===== src/rtl/serial_adder4_pkg.sv =====
// serial_adder4_pkg: shared ALU defines (FSM state encodings and preprocessor op codes)
package serial_adder4_pkg;
   typedef enum logic [1:0] {
      ST_IDLE  = 2'd0,
      ST_SHIFT = 2'd1,
      ST_DONE  = 2'd2
   } state_t;
   localparam logic [2:0] OP_PASS = 3'b000;
   localparam logic [2:0] OP_NEG  = 3'b001;
   localparam logic [2:0] OP_ADD  = 3'b010;
   localparam logic [2:0] OP_INC  = 3'b011;
endpackage


===== src/rtl/serial_adder4_fa1.sv =====
// serial_adder4_fa1: 1-bit full adder shared across all bit slots of the serial adder
module serial_adder4_fa1 (
   input  logic a,
   input  logic b,
   input  logic ci,
   output logic s,
   output logic co
);
   assign s  = a ^ b ^ ci;
   assign co = (a & b) | (a & ci) | (b & ci);
endmodule


===== src/rtl/serial_adder4.sv =====
// serial_adder4: LSB-first bit-serial adder with C/V/N/Z flags, one bit per clock
module serial_adder4 #(
   parameter int W     = 4,
   parameter int CNT_W = 3
) (
   input  logic         clk,
   input  logic         rst_n,
   input  logic         start,
   input  logic         cin,
   input  logic [W-1:0] AMod,
   input  logic [W-1:0] BMod,
   output logic         busy,
   output logic         done,
   output logic [W-1:0] S,
   output logic         C,
   output logic         V,
   output logic         N,
   output logic         Z
);
   import serial_adder4_pkg::*;

   state_t           r_state;
   logic [W-1:0]     r_a_sh;
   logic [W-1:0]     r_b_sh;
   logic [W-1:0]     r_s_sh;
   logic             r_carry;
   logic [CNT_W-1:0] r_cnt;
   logic             w_sum;
   logic             w_co;
   logic [W-1:0]     w_s_next;

   serial_adder4_fa1 u_fa (
      .a  (r_a_sh[0]),
      .b  (r_b_sh[0]),
      .ci (r_carry),
      .s  (w_sum),
      .co (w_co)
   );

   // sum register as it will look after this bit is shifted in
   assign w_s_next = {w_sum, r_s_sh[W-1:1]};

   // control FSM plus datapath; flags latch only when the last bit is processed
   always_ff @(posedge clk or negedge rst_n) begin
      if (!rst_n) begin
         r_state <= ST_IDLE;
         r_a_sh  <= '0;
         r_b_sh  <= '0;
         r_s_sh  <= '0;
         r_carry <= 1'b0;
         r_cnt   <= '0;
         busy    <= 1'b0;
         done    <= 1'b0;
         S       <= '0;
         C       <= 1'b0;
         V       <= 1'b0;
         N       <= 1'b0;
         Z       <= 1'b0;
      end else begin
         case (r_state)
            ST_IDLE: begin
               if (start) begin
                  r_a_sh  <= AMod;
                  r_b_sh  <= BMod;
                  r_carry <= cin;
                  r_cnt   <= '0;
                  busy    <= 1'b1;
                  r_state <= ST_SHIFT;
               end
            end
            ST_SHIFT: begin
               r_s_sh  <= w_s_next;
               r_a_sh  <= r_a_sh >> 1;
               r_b_sh  <= r_b_sh >> 1;
               r_carry <= w_co;
               r_cnt   <= r_cnt + 1'b1;
               if (r_cnt == CNT_W'(W - 1)) begin
                  S       <= w_s_next;
                  C       <= w_co;
                  V       <= r_carry ^ w_co;
                  N       <= w_sum;
                  Z       <= ~|w_s_next;
                  done    <= 1'b1;
                  r_state <= ST_DONE;
               end
            end
            ST_DONE: begin
               done    <= 1'b0;
               busy    <= 1'b0;
               r_state <= ST_IDLE;
            end
            default: begin
               done    <= 1'b0;
               busy    <= 1'b0;
               r_state <= ST_IDLE;
            end
         endcase
      end
   end
endmodule

===== config.mk =====
export PLATFORM = sky130hd
export DESIGN_NAME = serial_adder4
export DESIGN_NICKNAME = d
export VERILOG_FILES = /design/src/rtl/serial_adder4_pkg.sv /design/src/rtl/serial_adder4_fa1.sv /design/src/rtl/serial_adder4.sv
export SDC_FILE = /design/constraint.sdc
export NUM_CORES = 1
export LEC_CHECK = 0
export CELL_PAD_IN_SITES_DETAIL_PLACEMENT = 0
export CELL_PAD_IN_SITES_GLOBAL_PLACEMENT = 1
export CORE_ASPECT_RATIO = 0.9
export CORE_MARGIN = 2
export CORE_UTILIZATION = 41
export CTS_CLUSTER_SIZE = 8
export DETAILED_ROUTE_END_ITERATION = 12
export PLACE_DENSITY_LB_ADDON = 0.3
export SYNTH_ARGS = -nofsm -noshare
export SYNTH_HDL_FRONTEND = slang
export SYNTH_SLANG_ARGS = --single-unit

===== constraint.sdc =====
create_clock -name clk -period 1.9 [get_ports clk]
set_input_delay 0.19 -clock clk [delete_from_list [all_inputs] [get_ports clk]]
set_output_delay 0.19 -clock clk [all_outputs]
set_load 0.005 [all_outputs]

==> results of run 1 <==
==> registers in the layout (all words and copies together), names as in the netlist <==
register / flops
Z: 1
r_carry: 1
done: 1
V: 1
r_a_sh: 4
r_cnt: 3
busy: 1
r_s_sh: 3
S: 3
r_b_sh: 4
N: 1
C: 1
r_state: 2
==> placed cells by master, fill, tap and decap left out, drive strengths merged <==
master / n
nand3b: 1
clkbuf: 3
or4b: 7
buf: 1
nor4bb: 2
clkdlybuf4s50: 21
ha: 2
fa: 1
bufinv: 1
inv: 6
a211o: 2
nor4: 1
xor2: 1
o22ai: 2
o221a: 7
a21oi: 2
nor3b: 2
o21ba: 1
mux2: 10
mux2i: 1
o21ai: 1
nand2b: 3
dfrtp: 26
==> kinds of logic (layout without fill, tap and decap cells) <==
logic type               count (synthesis)  after routing
XOR/XNOR                                 1              1
multiplexers                            11             11
flip-flops                              26             26
adder cells (fa/ha/maj)                  3              3
AO/OA/AOI/OAI                           15             15
AND/OR/NAND/NOR                         16             16
buffers and inverters                   12             32
==> through the flow <==
stage	hold WS [ns]	cell area [µm²]	utilization, %
floorplan	-0.106	1180	-
global placement	0.466	1410	51.2
detailed placement	0.492	1410	51.2
CTS	0.224	1460	53.1
global route	0.215	1460	53.1
finish	0.220	1460	53.1
==> routing by layer <==
metal / global-route usage [%] / wire length (µm)
met1: 19.7 / 1000
met2: 20.8 / 803
met3: 3.02 / 75
met4: 6.52 / 10
met5: 0 / 0
==> power by group through the flow <==
stage / Clock (mW) / Combinational (mW) / Sequential [mW]
finish: 0.373 / 0.938 / 1.03
global route: 0.412 / 1.05 / 1.08
CTS: 0.386 / 0.956 / 1.04
detailed placement: 0 / 0.955 / 1.05
global placement: 0 / 0.933 / 1.04
floorplan: 0 / 0.700 / 0.979
==> final timing paths <==
kind / cells past startpoint / end / slack, ns / startpoint
worst max-delay path: 2 / r_s_sh[1] / 0.43 / r_state[1]
worst min-delay path: 2 / r_cnt[2] / 0.22 / rst_n
worst max register to register: 2 / r_s_sh[1] / 0.43 / r_state[1]
worst min register to register: 1 / r_cnt[0] / 0.51 / r_cnt[0]
max in group asynchronous: 2 / C / 1.44 / rst_n
min in group clk: 1 / r_cnt[0] / 0.51 / r_cnt[0]
==> critical path: cells and delay by family (launching register included) <==
kind	cells	cell delay, ns
AND/OR/NAND/NOR	1	0.37
multiplexers	1	0.37
flip-flops	1	0.64
==> final cells by class <==
cell class / count / area (µm²)
Tap cell: 40 / 50.0
Multi-Input combinational cell: 46 / 465
Sequential cell: 26 / 651
Clock inverter: 1 / 30.0
Inverter: 6 / 22.5
Fill cell: 260 / 1290
Clock buffer: 3 / 22.5
Timing Repair Buffer: 22 / 218
==> reports/results.ini, run 1 <==
[worst_hold_path]
hp-class=in -> async

[clocking]
ctsResizeCount=0
postCtsHoldBufs=0
root_buffer=clkbuf_4
cts_sinks=26
cts_setup_buffers=0
clk_pin_slew_ns=0.14
cts_tree=done
cts-htree-levels=1
ctsLongestPathBuffers=2
clock_latency_ns=0.32
cts-buffers-inserted=3

[logic_synthesis]
syn_area_um2=1180
yosys-top-cells-count=26 x dfrtp_1, 10 x mux2_2, 7 x o221a_2, 7 x or4b_1, 6 x inv_1
seq_area_frac_synth_pct=55.0
synth_seq_cells=26
synth_xor_area_share_pct=0.740
synth_cell_types=24
yosys.area_share.simple_pct=12.9
synth_top_family_by_area=simple AND/OR/NAND/NOR gates
syn_inst=84
synth_flop_cell=dfrtp_1
synth_area_leader_cell=dfrtp_1
synth_mux_area_share_pct=10.4
async_flop_share_pct=100
synth_compound_area_share_pct=11.5
avgSynthCellArea_um2=14.1
synth_nets=99
ys_warn_count=0
synthTopCellsByArea=dfrtp_1 55%, mux2_2 9.5%, o221a_2 6.7%
synthAdderAreaFrac_pct=3.81
synth_top_cell_area_share_pct=55.0
synth_most_common_cell=dfrtp_1
synth_edf_count=0

[timing]
fmax_mhz=678
min_period_ns=1.47
slew_viol_final=0
setup_viol=0
setup_tns_ns=0
worstMarginPinSlew_ns=0.498
skew_ns=0.00716
slew_headroom_pct=66.8
final_hold_viol_count=0
layout_setup_ws_ns=0.426
rsz0062_at_grt=false
finalCritPeriodShare_pct=77.6

[placement]
placed_cells=140
port_buffers=21
dp_hpwl_um=1340
place.gp.congestion=0.698
dp_slack_ns=0.281

[floorplanning]
start_util_pct=43.1
die-area_um2=3330
die_h_um=55.0
die_x_um=60.6
ios=22
core_um2=2750
num_rows=18

[route]
viasPerCell=4.96
avgRoutedWirePerCell_um=13.1
via_count=714
drtPass1Iterations=4
ant_nets=0
drcViolationCount=0
drt_iter0_drc=19
totalWireLength_um=1890

[grt]
grt_util_all_layers_pct=14.0
grt_antenna_before_repair=0
grt_pass1_wl_um=3330
grt_max_degree=27
grt_pass1_vias=690
grt.overflow.total=0

[setup_path]
arrival_ns=1.70
path_cells=nand2b_2 > mux2_2
worst_ep_required_time_ns=2.12
slowest_stage=dfrtp_1
critical_path_class=reg -> reg
cp-end-kind=flop
critPathMaxStageDelay_ns=0.64
critPathMaxFanout=17
crit_path_start_kind=flop

[power]
finalPower_mw=2.34
comb_power_share_pct=40.0
power.internal_mw=1.63
p_sw_uw=713
p_sw_share_pct=30.4
leakagePower_nw=0.636
clkPwrFrac_pct=15.9
ir_drop_uv=788
pwr-share-seq_pct=44.1
p_per_area_nw_per_um2=1610

[layout]
final_cells=144
diodes=0
area_delta_synth_final_pct=23.3
drive_gt1_share_pct=26.0
fin_nets=120

[status]
status=finished, final reports clean

[flow_run]
drv_cap=0

(Power assumes the default switching activity.)
==> run 2: changes to the inputs <==
--- a/config.mk
+++ b/config.mk
@@ -9,7 +9,7 @@
 export CELL_PAD_IN_SITES_GLOBAL_PLACEMENT = 1
 export CORE_ASPECT_RATIO = 0.9
 export CORE_MARGIN = 2
-export CORE_UTILIZATION = 41
+export CORE_UTILIZATION = 37
 export CTS_CLUSTER_SIZE = 8
 export DETAILED_ROUTE_END_ITERATION = 12
 export PLACE_DENSITY_LB_ADDON = 0.3
==> constraint.sdc (replaced) <==
create_clock -name clk -period 1.3 [get_ports clk]
set_input_delay 0.13 -clock clk [delete_from_list [all_inputs] [get_ports clk]]
set_output_delay 0.13 -clock clk [all_outputs]
set_load 0.005 [all_outputs]
==> run 2 against run 1 <==
Critical path type unchanged. Non-clock buffer count grew 21. Cell count grew 16%. Clock power grew 45%. Register-to-register slack lost 0.57 ns. First-iteration DRC count shrank 21%. Largest cell class unchanged. The flow now finishes with violations (negative setup slack). Global-route usage shrank 1.0 points. Largest power group is now combinational logic.
==> reports/results.ini, run 2 (synthesized netlist as in run 1, its figures left out) <==
[route]
viasPerCell=5.01
avgRoutedWirePerCell_um=13.5
via_count=837
drtPass1Iterations=4
drt_iter0_drc=15
drcViolationCount=0
ant_nets=0
totalWireLength_um=2260

[grt]
grt_util_all_layers_pct=13.0
grt_pass1_wl_um=3750
grt_antenna_before_repair=0
grt_pass1_vias=835
grt.overflow.total=0
grt_max_degree=27

[timing]
final_hold_viol_count=0
fmax_mhz=691
slew_headroom_pct=78.8
finalCritPeriodShare_pct=111
layout_setup_ws_ns=-0.148
holdWs_ns=0.159
rsz0062_at_grt=true
skew_ns=0.00795
slew_viol_final=0
worstMarginPinSlew_ns=0.317
setup_viol=8
min_period_ns=1.45

[floorplanning]
die_h_um=57.7
ios=22
core_um2=3040
die_x_um=63.6
start_util_pct=38.9
num_rows=19
die-area_um2=3670

[setup_path]
critPathMaxFanout=3
critical_path_class=reg -> reg
cp-end-kind=flop
worst_ep_required_time_ns=1.52
crit_path_start_kind=flop
arrival_ns=1.67

[placement]
dp_slack_ns=-0.151
place.gp.congestion=0.706
dp_hpwl_um=1490
port_buffers=21
placed_cells=153

[status]
violations=negative setup slack
status=complete, but fails checks

[layout]
area_delta_synth_final_pct=44.2
largestRegisters=r_a_sh (4), r_b_sh (4)
final_cells=167
drive_gt1_share_pct=46.4
diodes=0
fin_nets=141
final_common_cell=dfrtp_1
layout_common_cells=24 x dfrtp_1, 18 x buf_4, 11 x clkdlybuf4s50_1, 9 x dlygate4sd2_1, 6 x mux2_2

[worst_hold_path]
hp-class=in -> async

[clocking]
root_buffer=clkbuf_4
postCtsHoldBufs=0
cts-htree-levels=1
clk_pin_slew_ns=0.14
cts-buffers-inserted=3
cts_tree=done
clock_latency_ns=0.31
ctsLongestPathBuffers=2
cts_sinks=26

[power]
leakagePower_nw=0.804
p_per_area_nw_per_um2=2350
ir_drop_uv=1000

[flow_run]
drv_cap=0

==> run 2: cell count changes in the layout (fill, tap and decap cells not counted), moves of 4 or more <==
| cell | before | now |
|---|---|---|
| buf_6 | 0 | 4 |
| clkdlybuf4s50_1 | 21 | 11 |
| mux2_2 | 10 | 6 |
| dlygate4sd2_1 | 0 | 9 |
| mux2_4 | 0 | 4 |
| buf_4 | 1 | 18 |
==> run 2: worst paths after layout <==
kind / startpoint / to / slack [ns] / depth (start not counted)
max: r_a_sh[0] / Z / -0.15 / 3
min reg2reg: S[2] / S[2] / 0.52 / 1
max reg2reg: r_a_sh[0] / Z / -0.15 / 3
min: rst_n / done / 0.16 / 2
min in group clk: S[2] / S[2] / 0.52 / 1
max in group asynchronous: rst_n / r_state[0] / 0.88 / 2
==> run 2: report_power, final <==
group / total (mW) / switching, mW / internal [mW] / leakage, nW
Sequential: 1.48 / 0.279 / 1.20 / 0.309
Clock: 0.541 / 0.230 / 0.311 / 0.0279
Combinational: 2.00 / 0.718 / 1.28 / 0.466
==> run 2: stage by stage <==
| stage | power, mW | TNS, ns | util, % | instance area [µm²] |
|---|---|---|---|---|
| 4_1_cts | 3.78 | -0.665 | 52.6 | 1600 |
| 6_report | 4.01 | -0.522 | 56.1 | 1710 |
| 3_5_place_dp | 3.15 | -1.83 | 49.2 | 1500 |
| 2_1_floorplan | 2.47 | -0.188 | - | 1190 |
| 5_1_grt | 4.33 | -1.02 | 56.1 | 1710 |
| 3_3_place_gp | 3.11 | -1.56 | 49.2 | 1500 |
==> run 2: cell type report <==
cell class,count,area [µm²]
timing repair buffer,43,382
sequential,26,653
multi-input combinational,46,544
tap,42,52.6
inverter,6,22.5
fill,278,1340
clock buffer,3,22.5
clock inverter,1,30.0
==> run 2: per-layer routing <==
metal / up-vias / GRT usage (%) / share of wire, %
met4: 0 / 3.73 / 0
li1: 401 / - / -
met1: 423 / 17.8 / 48
met2: 13 / 21.5 / 49
met5: - / 0 / 0
met3: 0 / 2.33 / 2.5
==> run 2: timing repair <==
action                                  in CTS  in global routing
pin swaps                                    3                  8
endpoints found under the setup margin      21                 23
setup buffers                                4                  7
gates resized for setup                     16                 18
==> run 2: critical path, cell delays in order, from the launching register on <==
cell and delay (ns):
dfrtp_1 0.43, fa_2 0.63, nor4_2 0.05, mux2_2 0.25
